[src/rtl/mips_pipe_pkg.sv]
// -----------------------------------------------------------------------------
// mips_pipe_pkg
//   Shared constants and types for the 5-stage MIPS pipeline registers.
//   - CTRL_W      : default width of the opaque EX/MM/WB control bundle
//   - REG_ZERO    : architectural register $0 (hard-wired zero, never a producer)
//   - FWD_*       : encodings of the EX-stage operand forwarding mux select
//   - edge_act_e  : what a pipeline register does on a clock edge
// -----------------------------------------------------------------------------
package mips_pipe_pkg;

  localparam int CTRL_W   = 12;
  localparam int REG_ZERO = 0;

  localparam logic [1:0] FWD_REGFILE = 2'b00;  // use the captured operand
  localparam logic [1:0] FWD_EX_MM   = 2'b01;  // younger producer, now in EX/MM
  localparam logic [1:0] FWD_MM_WB   = 2'b10;  // older producer, now in MM/WB

  typedef enum logic [1:0] {
    ACT_HOLD,    // freeze every register, shadow included
    ACT_BUBBLE,  // kill the slot entering EX, shadow still advances
    ACT_LOAD     // accept the RR instruction
  } edge_act_e;

endpackage

[src/rtl/forwarding_select.sv]
// -----------------------------------------------------------------------------
// forwarding_select
//   Combinational forwarding decision for one source operand of the
//   instruction in RR, looking at the producers currently in EX and in MM.
//   Ports:
//     src, uses                   source register number and "actually read"
//     ex_valid/ex_reg_write/ex_dest  producer now in EX
//     mm_valid/mm_reg_write/mm_dest  producer now in MM
//     code                        next forwarding select for this operand
//     ex_hit                      source is read, non-zero and produced in EX
// -----------------------------------------------------------------------------
module forwarding_select
  import mips_pipe_pkg::*;
#(
  parameter int REG_AW = 5
) (
  input  logic [REG_AW-1:0] src,
  input  logic              uses,
  input  logic              ex_valid,
  input  logic              ex_reg_write,
  input  logic [REG_AW-1:0] ex_dest,
  input  logic              mm_valid,
  input  logic              mm_reg_write,
  input  logic [REG_AW-1:0] mm_dest,
  output logic [1:0]        code,
  output logic              ex_hit
);

  logic usable;
  logic mm_hit;

  // $0 reads as zero regardless of any in-flight write to it.
  assign usable = uses && (src != REG_AW'(REG_ZERO));
  assign ex_hit = usable && ex_valid && ex_reg_write && (ex_dest == src);
  assign mm_hit = usable && mm_valid && mm_reg_write && (mm_dest == src);

  // NOTE: every always_comb output gets a default first so no path leaves it
  // unassigned; otherwise synthesis infers a latch.
  always_comb begin
    code = FWD_REGFILE;
    // The EX producer is younger than the MM one, so it wins.
    if (ex_hit)      code = FWD_EX_MM;
    else if (mm_hit) code = FWD_MM_WB;
  end

endmodule

[src/rtl/rr_ex_stage.sv]
// -----------------------------------------------------------------------------
// rr_ex_stage
//   RR -> EX pipeline register of the 5-stage MIPS core.
//   - Captures operands (with WB->RR bypass), immediate, destination, flags
//     and the opaque downstream control bundle.
//   - Registers the Forwarding_control_1/2 selects for the EX operand muxes,
//     aligned with the operands they steer.
//   - Detects load-use hazards (load in EX feeding RR) and inserts a bubble.
//   - Keeps a small shadow of the instruction now in EX/MM for MM forwarding.
//   Ports:
//     clk, reset_n          clock, synchronous active-low reset
//     stall_in, flush       global freeze / kill the RR instruction
//     rr_*                  instruction presented by register-read
//     wb_reg_write/dest/data  register-file write happening this cycle
//     ex_valid, *_rr_ex     registered EX-stage fields
//     Forwarding_control_1/2  registered forwarding selects (rs / rt)
//     load_use_stall        combinational; RR and IF must hold
// -----------------------------------------------------------------------------
module rr_ex_stage
  import mips_pipe_pkg::FWD_REGFILE, mips_pipe_pkg::edge_act_e,
         mips_pipe_pkg::ACT_HOLD, mips_pipe_pkg::ACT_BUBBLE,
         mips_pipe_pkg::ACT_LOAD, mips_pipe_pkg::REG_ZERO;
#(
  parameter int CTRL_W = mips_pipe_pkg::CTRL_W,
  parameter int REG_AW = 5
) (
  input  logic              clk,
  input  logic              reset_n,
  input  logic              stall_in,
  input  logic              flush,
  input  logic              rr_valid,
  input  logic [REG_AW-1:0] rr_rs,
  input  logic [REG_AW-1:0] rr_rt,
  input  logic              rr_uses_rs,
  input  logic              rr_uses_rt,
  input  logic [REG_AW-1:0] rr_dest,
  input  logic              rr_reg_write,
  input  logic              rr_mem_read,
  input  logic [31:0]       rr_read_data_1,
  input  logic [31:0]       rr_read_data_2,
  input  logic [31:0]       rr_imm,
  input  logic [CTRL_W-1:0] rr_ctrl,
  input  logic              wb_reg_write,
  input  logic [REG_AW-1:0] wb_dest,
  input  logic [31:0]       wb_data,
  output logic              ex_valid,
  output logic [31:0]       Read_Data_1_rr_ex,
  output logic [31:0]       Read_Data_2_rr_ex,
  output logic [31:0]       imm_rr_ex,
  output logic [CTRL_W-1:0] ctrl_rr_ex,
  output logic [REG_AW-1:0] dest_rr_ex,
  output logic              reg_write_rr_ex,
  output logic              mem_read_rr_ex,
  output logic [1:0]        Forwarding_control_1,
  output logic [1:0]        Forwarding_control_2,
  output logic              load_use_stall
);

  // Shadow of the instruction currently in EX/MM.
  logic              mm_valid;
  logic [REG_AW-1:0] mm_dest;
  logic              mm_reg_write;

  logic [1:0]  fwd_rs_next;
  logic [1:0]  fwd_rt_next;
  logic        ex_hit_rs;
  logic        ex_hit_rt;
  logic        hazard;
  logic        wb_hit_rs;
  logic        wb_hit_rt;
  logic [31:0] operand_1;
  logic [31:0] operand_2;
  edge_act_e   act;

  forwarding_select #(.REG_AW(REG_AW)) u_fwd_rs (
    .src          (rr_rs),
    .uses         (rr_uses_rs),
    .ex_valid     (ex_valid),
    .ex_reg_write (reg_write_rr_ex),
    .ex_dest      (dest_rr_ex),
    .mm_valid     (mm_valid),
    .mm_reg_write (mm_reg_write),
    .mm_dest      (mm_dest),
    .code         (fwd_rs_next),
    .ex_hit       (ex_hit_rs)
  );

  forwarding_select #(.REG_AW(REG_AW)) u_fwd_rt (
    .src          (rr_rt),
    .uses         (rr_uses_rt),
    .ex_valid     (ex_valid),
    .ex_reg_write (reg_write_rr_ex),
    .ex_dest      (dest_rr_ex),
    .mm_valid     (mm_valid),
    .mm_reg_write (mm_reg_write),
    .mm_dest      (mm_dest),
    .code         (fwd_rt_next),
    .ex_hit       (ex_hit_rt)
  );

  // A load in EX has no data until MM; a dependent RR instruction waits one
  // cycle and then picks the value up through the MM/WB forward.
  assign hazard         = rr_valid && ex_valid && mem_read_rr_ex &&
                          (ex_hit_rs || ex_hit_rt);
  assign load_use_stall = hazard && !flush;

  // The register file is written at the end of this cycle, so its read port
  // still shows the old value; take the WB data directly instead.
  assign wb_hit_rs = wb_reg_write && (wb_dest != REG_AW'(REG_ZERO)) &&
                     (wb_dest == rr_rs);
  assign wb_hit_rt = wb_reg_write && (wb_dest != REG_AW'(REG_ZERO)) &&
                     (wb_dest == rr_rt);
  assign operand_1 = wb_hit_rs ? wb_data : rr_read_data_1;
  assign operand_2 = wb_hit_rt ? wb_data : rr_read_data_2;

  // Edge action in priority order; stall beats flush, so a flush arriving
  // during a stall must be re-presented by its source.
  always_comb begin
    act = ACT_LOAD;
    if (stall_in)                 act = ACT_HOLD;
    else if (flush)               act = ACT_BUBBLE;
    else if (hazard || !rr_valid) act = ACT_BUBBLE;
  end

  // NOTE: sequential state uses non-blocking assignments so every register
  // samples the pre-edge values, independent of statement order.
  always_ff @(posedge clk) begin
    if (!reset_n) begin
      ex_valid             <= 1'b0;
      Read_Data_1_rr_ex    <= '0;
      Read_Data_2_rr_ex    <= '0;
      imm_rr_ex            <= '0;
      ctrl_rr_ex           <= '0;
      dest_rr_ex           <= '0;
      reg_write_rr_ex      <= 1'b0;
      mem_read_rr_ex       <= 1'b0;
      Forwarding_control_1 <= FWD_REGFILE;
      Forwarding_control_2 <= FWD_REGFILE;
      mm_valid             <= 1'b0;
      mm_dest              <= '0;
      mm_reg_write         <= 1'b0;
    end else begin
      case (act)
        ACT_BUBBLE: begin
          mm_valid             <= ex_valid;
          mm_dest              <= dest_rr_ex;
          mm_reg_write         <= reg_write_rr_ex;
          // Data fields are don't-care in a bubble and simply hold.
          ex_valid             <= 1'b0;
          reg_write_rr_ex      <= 1'b0;
          mem_read_rr_ex       <= 1'b0;
          Forwarding_control_1 <= FWD_REGFILE;
          Forwarding_control_2 <= FWD_REGFILE;
        end
        ACT_LOAD: begin
          mm_valid             <= ex_valid;
          mm_dest              <= dest_rr_ex;
          mm_reg_write         <= reg_write_rr_ex;
          ex_valid             <= 1'b1;
          Read_Data_1_rr_ex    <= operand_1;
          Read_Data_2_rr_ex    <= operand_2;
          imm_rr_ex            <= rr_imm;
          ctrl_rr_ex           <= rr_ctrl;
          dest_rr_ex           <= rr_dest;
          reg_write_rr_ex      <= rr_reg_write;
          mem_read_rr_ex       <= rr_mem_read;
          Forwarding_control_1 <= fwd_rs_next;
          Forwarding_control_2 <= fwd_rt_next;
        end
        default: ; // ACT_HOLD: everything keeps its value
      endcase
    end
  end

endmodule

[config.mk]
export PLATFORM = sky130hd
export DESIGN_NAME = rr_ex_stage
export DESIGN_NICKNAME = d
export VERILOG_FILES = /design/src/rtl/mips_pipe_pkg.sv /design/src/rtl/forwarding_select.sv /design/src/rtl/rr_ex_stage.sv
export SDC_FILE = /design/constraint.sdc
export NUM_CORES = 1
export LEC_CHECK = 0
export ABC_AREA = 1
export BUFFER_PORTS_ARGS = -buffer_cell sky130_fd_sc_hd__buf_2
export CAP_MARGIN = 5
export CORE_MARGIN = 8
export CORE_UTILIZATION = 48
export CTS_BUF_LIST = sky130_fd_sc_hd__clkbuf_8
export DETAILED_ROUTE_END_ITERATION = 10
export PLACE_DENSITY_LB_ADDON = 0.1
export SLEW_MARGIN = 10
export SYNTH_ARGS = -nofsm -noshare
export SYNTH_HDL_FRONTEND = slang
export SYNTH_SLANG_ARGS = --single-unit
[constraint.sdc]
create_clock -name clk -period 2.6 [get_ports clk]
set_input_delay 0.65 -clock clk [delete_from_list [all_inputs] [get_ports clk]]
set_output_delay 0.65 -clock clk [all_outputs]
set_load 0.01 [all_outputs]
# == Yosys cells after proc, flatten, opt, wreduce, memory -nomap -nowiden ==
# Cells that the tools add are included.
# W data, S select, Z words.
# totals
elab_cells,65
out_inout_bits,121
ff_bits,127
input_bits,170
# op_classes
n_eq_ne,8
muxes,14
n_reduce_logical,30
# ops
cell,count
$mux W32,2
$eq A5 B5 Y1,6
$logic_and A1 B1 Y1,21
$reduce_bool A5 Y1,3
$mux W2,7
$pmux W2 S2,2
$pmux W1 S2,3
$eq A2 B1 Y1 const B,1
$eq A2 B2 Y1 const B,1
$logic_not A1 Y1,2
$logic_or A1 B1 Y1,2
$reduce_bool A2 Y1,1
$reduce_or A2 Y1,1

# == Longest topological paths before layout ==
# depth
word_depth,13
ltp_mapped,20
depth_no_buf,19

# == Cells and area by module ==
# Synthesis repeated with hierarchy kept, for this count alone.
# hier_totals
cells_unflattened,981
area_unflattened_um2,6418.7
# by_module_without_submodules
module,area_each_um2,seq_area_each_um2,cells_per_inst,n_inst
rr_ex_stage,5915.7,2542.4,869,1
forwarding_select,251.5,0.0,56,2

# == Worst setup path after synthesis ==
# OpenSTA, ideal clock, no wires.
# synth_timing
kind,in2reg
from,input rr_rt[1]
to,register Forwarding_control_1[1]
n_path_buf,1
arrival_ns,2.382
setup_slack_ns,0.148
required_ns,2.529
setup_time_ns,0.071
stages,20
cell_sequence,inv_1 > nand2_1 > nand2_1 > nor2_1 > nand2_1 > nor2_1 > nand2_1 > nand2_1 > nand2_1 > nand2_1 > nor2_1 > ha_1 > clkbuf_1 > inv_1 > nand2_1 > nor2_1 > nand3_1 > nor2_1 > nand3_1 > a21oi_1
# synth_via
elab_chain_len,13
word_cells_on_any_way,16
classes_between,eq/ne (3); mux (4); reduce/logical (9)
# synth_rtl
element,line_no,source
start: declaration,rr_ex_stage.sv:33,"input logic [REG_AW-1:0] rr_rt,"
$reduce_bool A5 Y1,forwarding_select.sv:33,assign usable = uses && (src != REG_AW'(REG_ZERO));
$logic_and A1 B1 Y1,forwarding_select.sv:33,
$logic_and A1 B1 Y1 (2 in series),forwarding_select.sv:34,assign ex_hit = usable && ex_valid && ex_reg_write && (ex_dest == src);
$logic_and A1 B1 Y1 (*),forwarding_select.sv:34,
$logic_or A1 B1 Y1 (*),rr_ex_stage.sv:104,(ex_hit_rs || ex_hit_rt);
$logic_and A1 B1 Y1 (*),rr_ex_stage.sv:103,assign hazard = rr_valid && ex_valid && mem_read_rr_ex &&
$logic_or A1 B1 Y1 (*),rr_ex_stage.sv:122,else if (hazard || !rr_valid) act = ACT_BUBBLE;
$mux W2 (*),rr_ex_stage.sv:122,
$mux W2 (*),rr_ex_stage.sv:121,else if (flush) act = ACT_BUBBLE;
$mux W2 (*),rr_ex_stage.sv:120,if (stall_in) act = ACT_HOLD;
$eq A2 B2 Y1 or $eq A2 B1 Y1 (tied branches),rr_ex_stage.sv:143,case (act)
$pmux W2 S2 or $reduce_bool A2 Y1 (tied branches),-,
end signal: assignment,rr_ex_stage.sv:167,Forwarding_control_1 <= fwd_rs_next;
end: declaration,rr_ex_stage.sv:54,"output logic [1:0] Forwarding_control_1,"
# Every way passes the cells marked *; elsewhere a longest branch is shown, timed or not.
# A chain may end at the register's enable or synchronous reset.

# == Worst setup path after layout ==
# layout_timing
from,register dest_rr_ex[2]
to,output load_use_stall
# layout_via
elab_chain_len,5
word_cells_on_any_way,7
classes_between,eq/ne (2); reduce/logical (5)
# layout_rtl
element,line_no,source
start: declaration,rr_ex_stage.sv:51,"output logic [REG_AW-1:0] dest_rr_ex,"
start signal: assignment,rr_ex_stage.sv:164,dest_rr_ex <= rr_dest;
$eq A5 B5 Y1,forwarding_select.sv:34,
$logic_and A1 B1 Y1,forwarding_select.sv:34,
$logic_or A1 B1 Y1 (*),rr_ex_stage.sv:104,
$logic_and A1 B1 Y1 (*),rr_ex_stage.sv:103,
$logic_and A1 B1 Y1 (*),rr_ex_stage.sv:105,assign load_use_stall = hazard && !flush;
end: declaration,rr_ex_stage.sv:56,output logic load_use_stall
# Marked as above.

==> summary.txt <==
Cells and area
  • Layout area overhead: 33.8%
  • Area taken by multi-input logic gates: approximately 3000 um^2
  • Layout fillers: 1231
  • Layout cells sized above 1: 0.296
  • Nets: 1406
  • Storage element area: 2540 um^2
  • Non-filler instance count after layout: between 1000 and 1500
  • Final core utilization: 0.659

Synthesis
  • Asr flop ratio synth: 0
  • Top cell type's share of synthesized area: 0.408
  • Ys flop type: dfxtp_1
  • Register bit total from synthesis: approximately 130
  • Yosys Warn Count: 0
  • Area contributors post-synth: dfxtp_1 (41%), nor2_1 (15%), nand2_1 (11%), nand3_1 (8.7%), inv_1 (5.2%)
  • Seq/Total Area, Yosys: 0.408
  • Area leader, netlist: dfxtp_1
  • Syn_nets: between 1000 and 1500
  • Synth Area per Inst: around 6.5 um^2
  • Post-synth EDFFs: 0
  • Most frequent cells after synthesis: nor2_1 (245), nand2_1 (184), dfxtp_1 (127)
  • Yosys cell types: 24
  • Most common cell in the netlist: nor2_1
  • Synth Instances: 952
  • Mapped cell area: 6230 um^2

Global route
  • Total gr overflow: 0
  • All-Layer GR Usage: 0.250
  • First-pass GRT wire length: about 33000 um
  • Number of global-route vias before repair: between 6000 and 7000
  • Initial antenna violation count: 2
  • Largest net degree at the start of global routing: 58

Clocking
  • Clock root buffer: clkbuf_8
  • CTS max path bufs: 2
  • Num CTS Buffers: 17
  • CTS H-Tree Depth: 4
  • Post-CTS Setup Bufs: 0
  • Skew-Pair Late Insertion Delay: between 0.4 and 0.5 ns
  • CTS sink cnt: approximately 130
  • CTS Hold Bufs: 0
  • Clock transition at path regs: around 0.070 ns
  • CTS tree: built

Pwr
  • Worst vdd ir: 0.000389 V
  • Power per cell area: ~550 nW/um^2
  • Leak Pwr: between 4 and 5 nW
  • Power, Total: between 0.004 and 0.005 W

Worst setup path
  • CP Capture Type: primary output
  • CP dominant cell by count: nand2_1
  • Crit path max-delay cell type: dfxtp_1
  • WP data required: 1.95 ns
  • WS Path Type: flop to primary output
  • Crit path cell chain: inv_1, nand2_1, nand2_1, nor3_2, nand2_1, nand2_1, nand2_1, nor2_1, buf_2
  • Type of element launching the critical path: flop
  • Arr. time, crit path: between 1.5 and 2 ns
  • CP max stage delay: approximately 0.38 ns
  • Crit Path Max Fanout: 4
  • Top Family by Delay on Critical Path: simple AND/OR/NAND/NOR gates
  • Worst Path Buf+Inv: 2

Timing
  • Slew @ Worst Pin: 0.526 ns
  • Max-slew violation count: 0
  • Setup Viol. Count Final: 0
  • Fin crit share: 0.932
  • Rel. slew slack: 0.649
  • RSZ-0062 raised after global routing: no
  • Final min period: 2.42 ns
  • Worst Hold Slack: approximately 0.43 ns
  • Final Hold Fails: 0
  • Final clock skew: between 0.01 and 0.015 ns
  • Fmax: between 400 and 500 MHz

Flow run
  • Max Cap Violations: 0

Die
  • Row count: 41
  • Core Area: between 10000 and 15000 um^2
  • Die X: between 100 and 150 um
  • Die H: 130 um
  • Top Ports: 291
  • Starting Density: 0.492
  • Die ar.: between 15000 and 20000 um^2

Placed design
  • I/O Buffers: just under 300
  • GP Congestion: around 0.90
  • Inst Count DP: 1387
  • DP Wirelength: 16200 um

Outcome
  • Outcome: finished clean

Routing
  • Post-Route WL: between 20000 and 25000 um
  • Initial DRC count: roughly 570
  • Average wire per standard cell: approximately 15 um
  • Initial DRT Pass Iterations: 5
  • Vias per inst: between 4 and 5
  • DR DRC count: 0
  • Via count: approximately 7000
  • Antenna-violating nets left: 0

Hold path
  • Min-delay worst type: input port to flop
-- placed cells by master (no fill, tap or decap), drive strengths merged --
| cell type | instances |
|---|---|
| diode | 3 |
| buf | 323 |
| a21oi | 18 |
| clkinv | 5 |
| clkbuf | 20 |
| nor3 | 1 |
| nor2 | 249 |
| inv | 91 |
| clkinvlp | 3 |
| xnor2 | 7 |
| dfxtp | 127 |
| o21ai | 59 |
| nand4 | 33 |
| nand3 | 110 |
| xor2 | 10 |
| ha | 2 |
| bufinv | 3 |
| nand3b | 1 |
| nand2 | 185 |
-- report_power, final --
part           leakage, nW  internal [W]  switching, W
clock network        0.212       0.00101      0.000770
registers             1.04       0.00203     0.0000497
logic                 3.41      0.000303      0.000426
-- cell type report --
| type | instances | share of cell area |
|---|---|---|
| Clock inverter | 12 | 0.0169 |
| Sequential cell | 127 | 0.305 |
| Tap cell | 172 | 0.0258 |
| Multi-Input combinational cell | 675 | 0.362 |
| Clock buffer | 20 | 0.0330 |
| Inverter | 90 | 0.0405 |
| Antenna cell | 3 | 0.000900 |
| Timing Repair Buffer | 323 | 0.216 |
-- cells by family (layout without fill, tap and decap cells) --
family	count (synthesis)	in the layout	synth area share
adder cells (fa/ha/maj)	2	2	0.00401
buffers and inverters	150	445	0.111
flip-flops	127	127	0.408
other	0	3	0
AO/OA/AOI/OAI	77	77	0.0618
XOR/XNOR	17	17	0.0239
AND/OR/NAND/NOR	579	579	0.392
-- registers in the layout, indices dropped and copies added, names as in the netlist, 2 cells and up --
register,cells
ctrl_rr_ex,12
Forwarding_control_1,2
imm_rr_ex,32
Read_Data_1_rr_ex,32
Forwarding_control_2,2
dest_rr_ex,5
Read_Data_2_rr_ex,32
mm_dest,5
-- tightest hold or removal path: cells and delay by family --
kind,cells,cell delay [ns]
buffers and inverters,1,0.07
AND/OR/NAND/NOR,2,0.11
-- through the flow --
stage,worst slack [ns],setup TNS (ns),area (um^2)
floorplan,0.148,0,6230
global placement,0.0484,0,7910
detailed placement,-0.00250,-0.00250,7910
CTS,0.0415,0,8330
global route,0.00637,0,8340
finish,0.177,0,8340
-- repair_timing --
item	4_1_cts	5_1_grt
setup endpoints to repair	0	1
gates resized for setup	0	4
hold endpoints to repair	0	0
-- final timing paths --
kind | start | depth (start not counted) | slack (ns) | end
setup / recovery | dest_rr_ex[2]$_SDFFE_PN0N_ | 9 | 0.18 | load_use_stall
hold / removal | rr_imm[2] | 3 | 0.43 | imm_rr_ex[2]$_SDFFE_PN0N_
setup reg to reg | dest_rr_ex[3]$_SDFFE_PN0N_ | 16 | 0.33 | Forwarding_control_1[1]$_SDFFE_PN0P_
hold reg to reg | Forwarding_control_2[1]$_SDFFE_PN0P_ | 2 | 0.48 | Forwarding_control_2[1]$_SDFFE_PN0P_
-- layer usage --
metal / share of wire / up-vias / track usage
li1: - / 3551 / -
met1: 0.39 / 3098 / 0.283
met2: 0.48 / 332 / 0.411
met3: 0.11 / 38 / 0.0914
met4: 0.026 / 0 / 0.120
met5: 0 / - / 0
No activity file was read; power rests on OpenSTA's default activity.
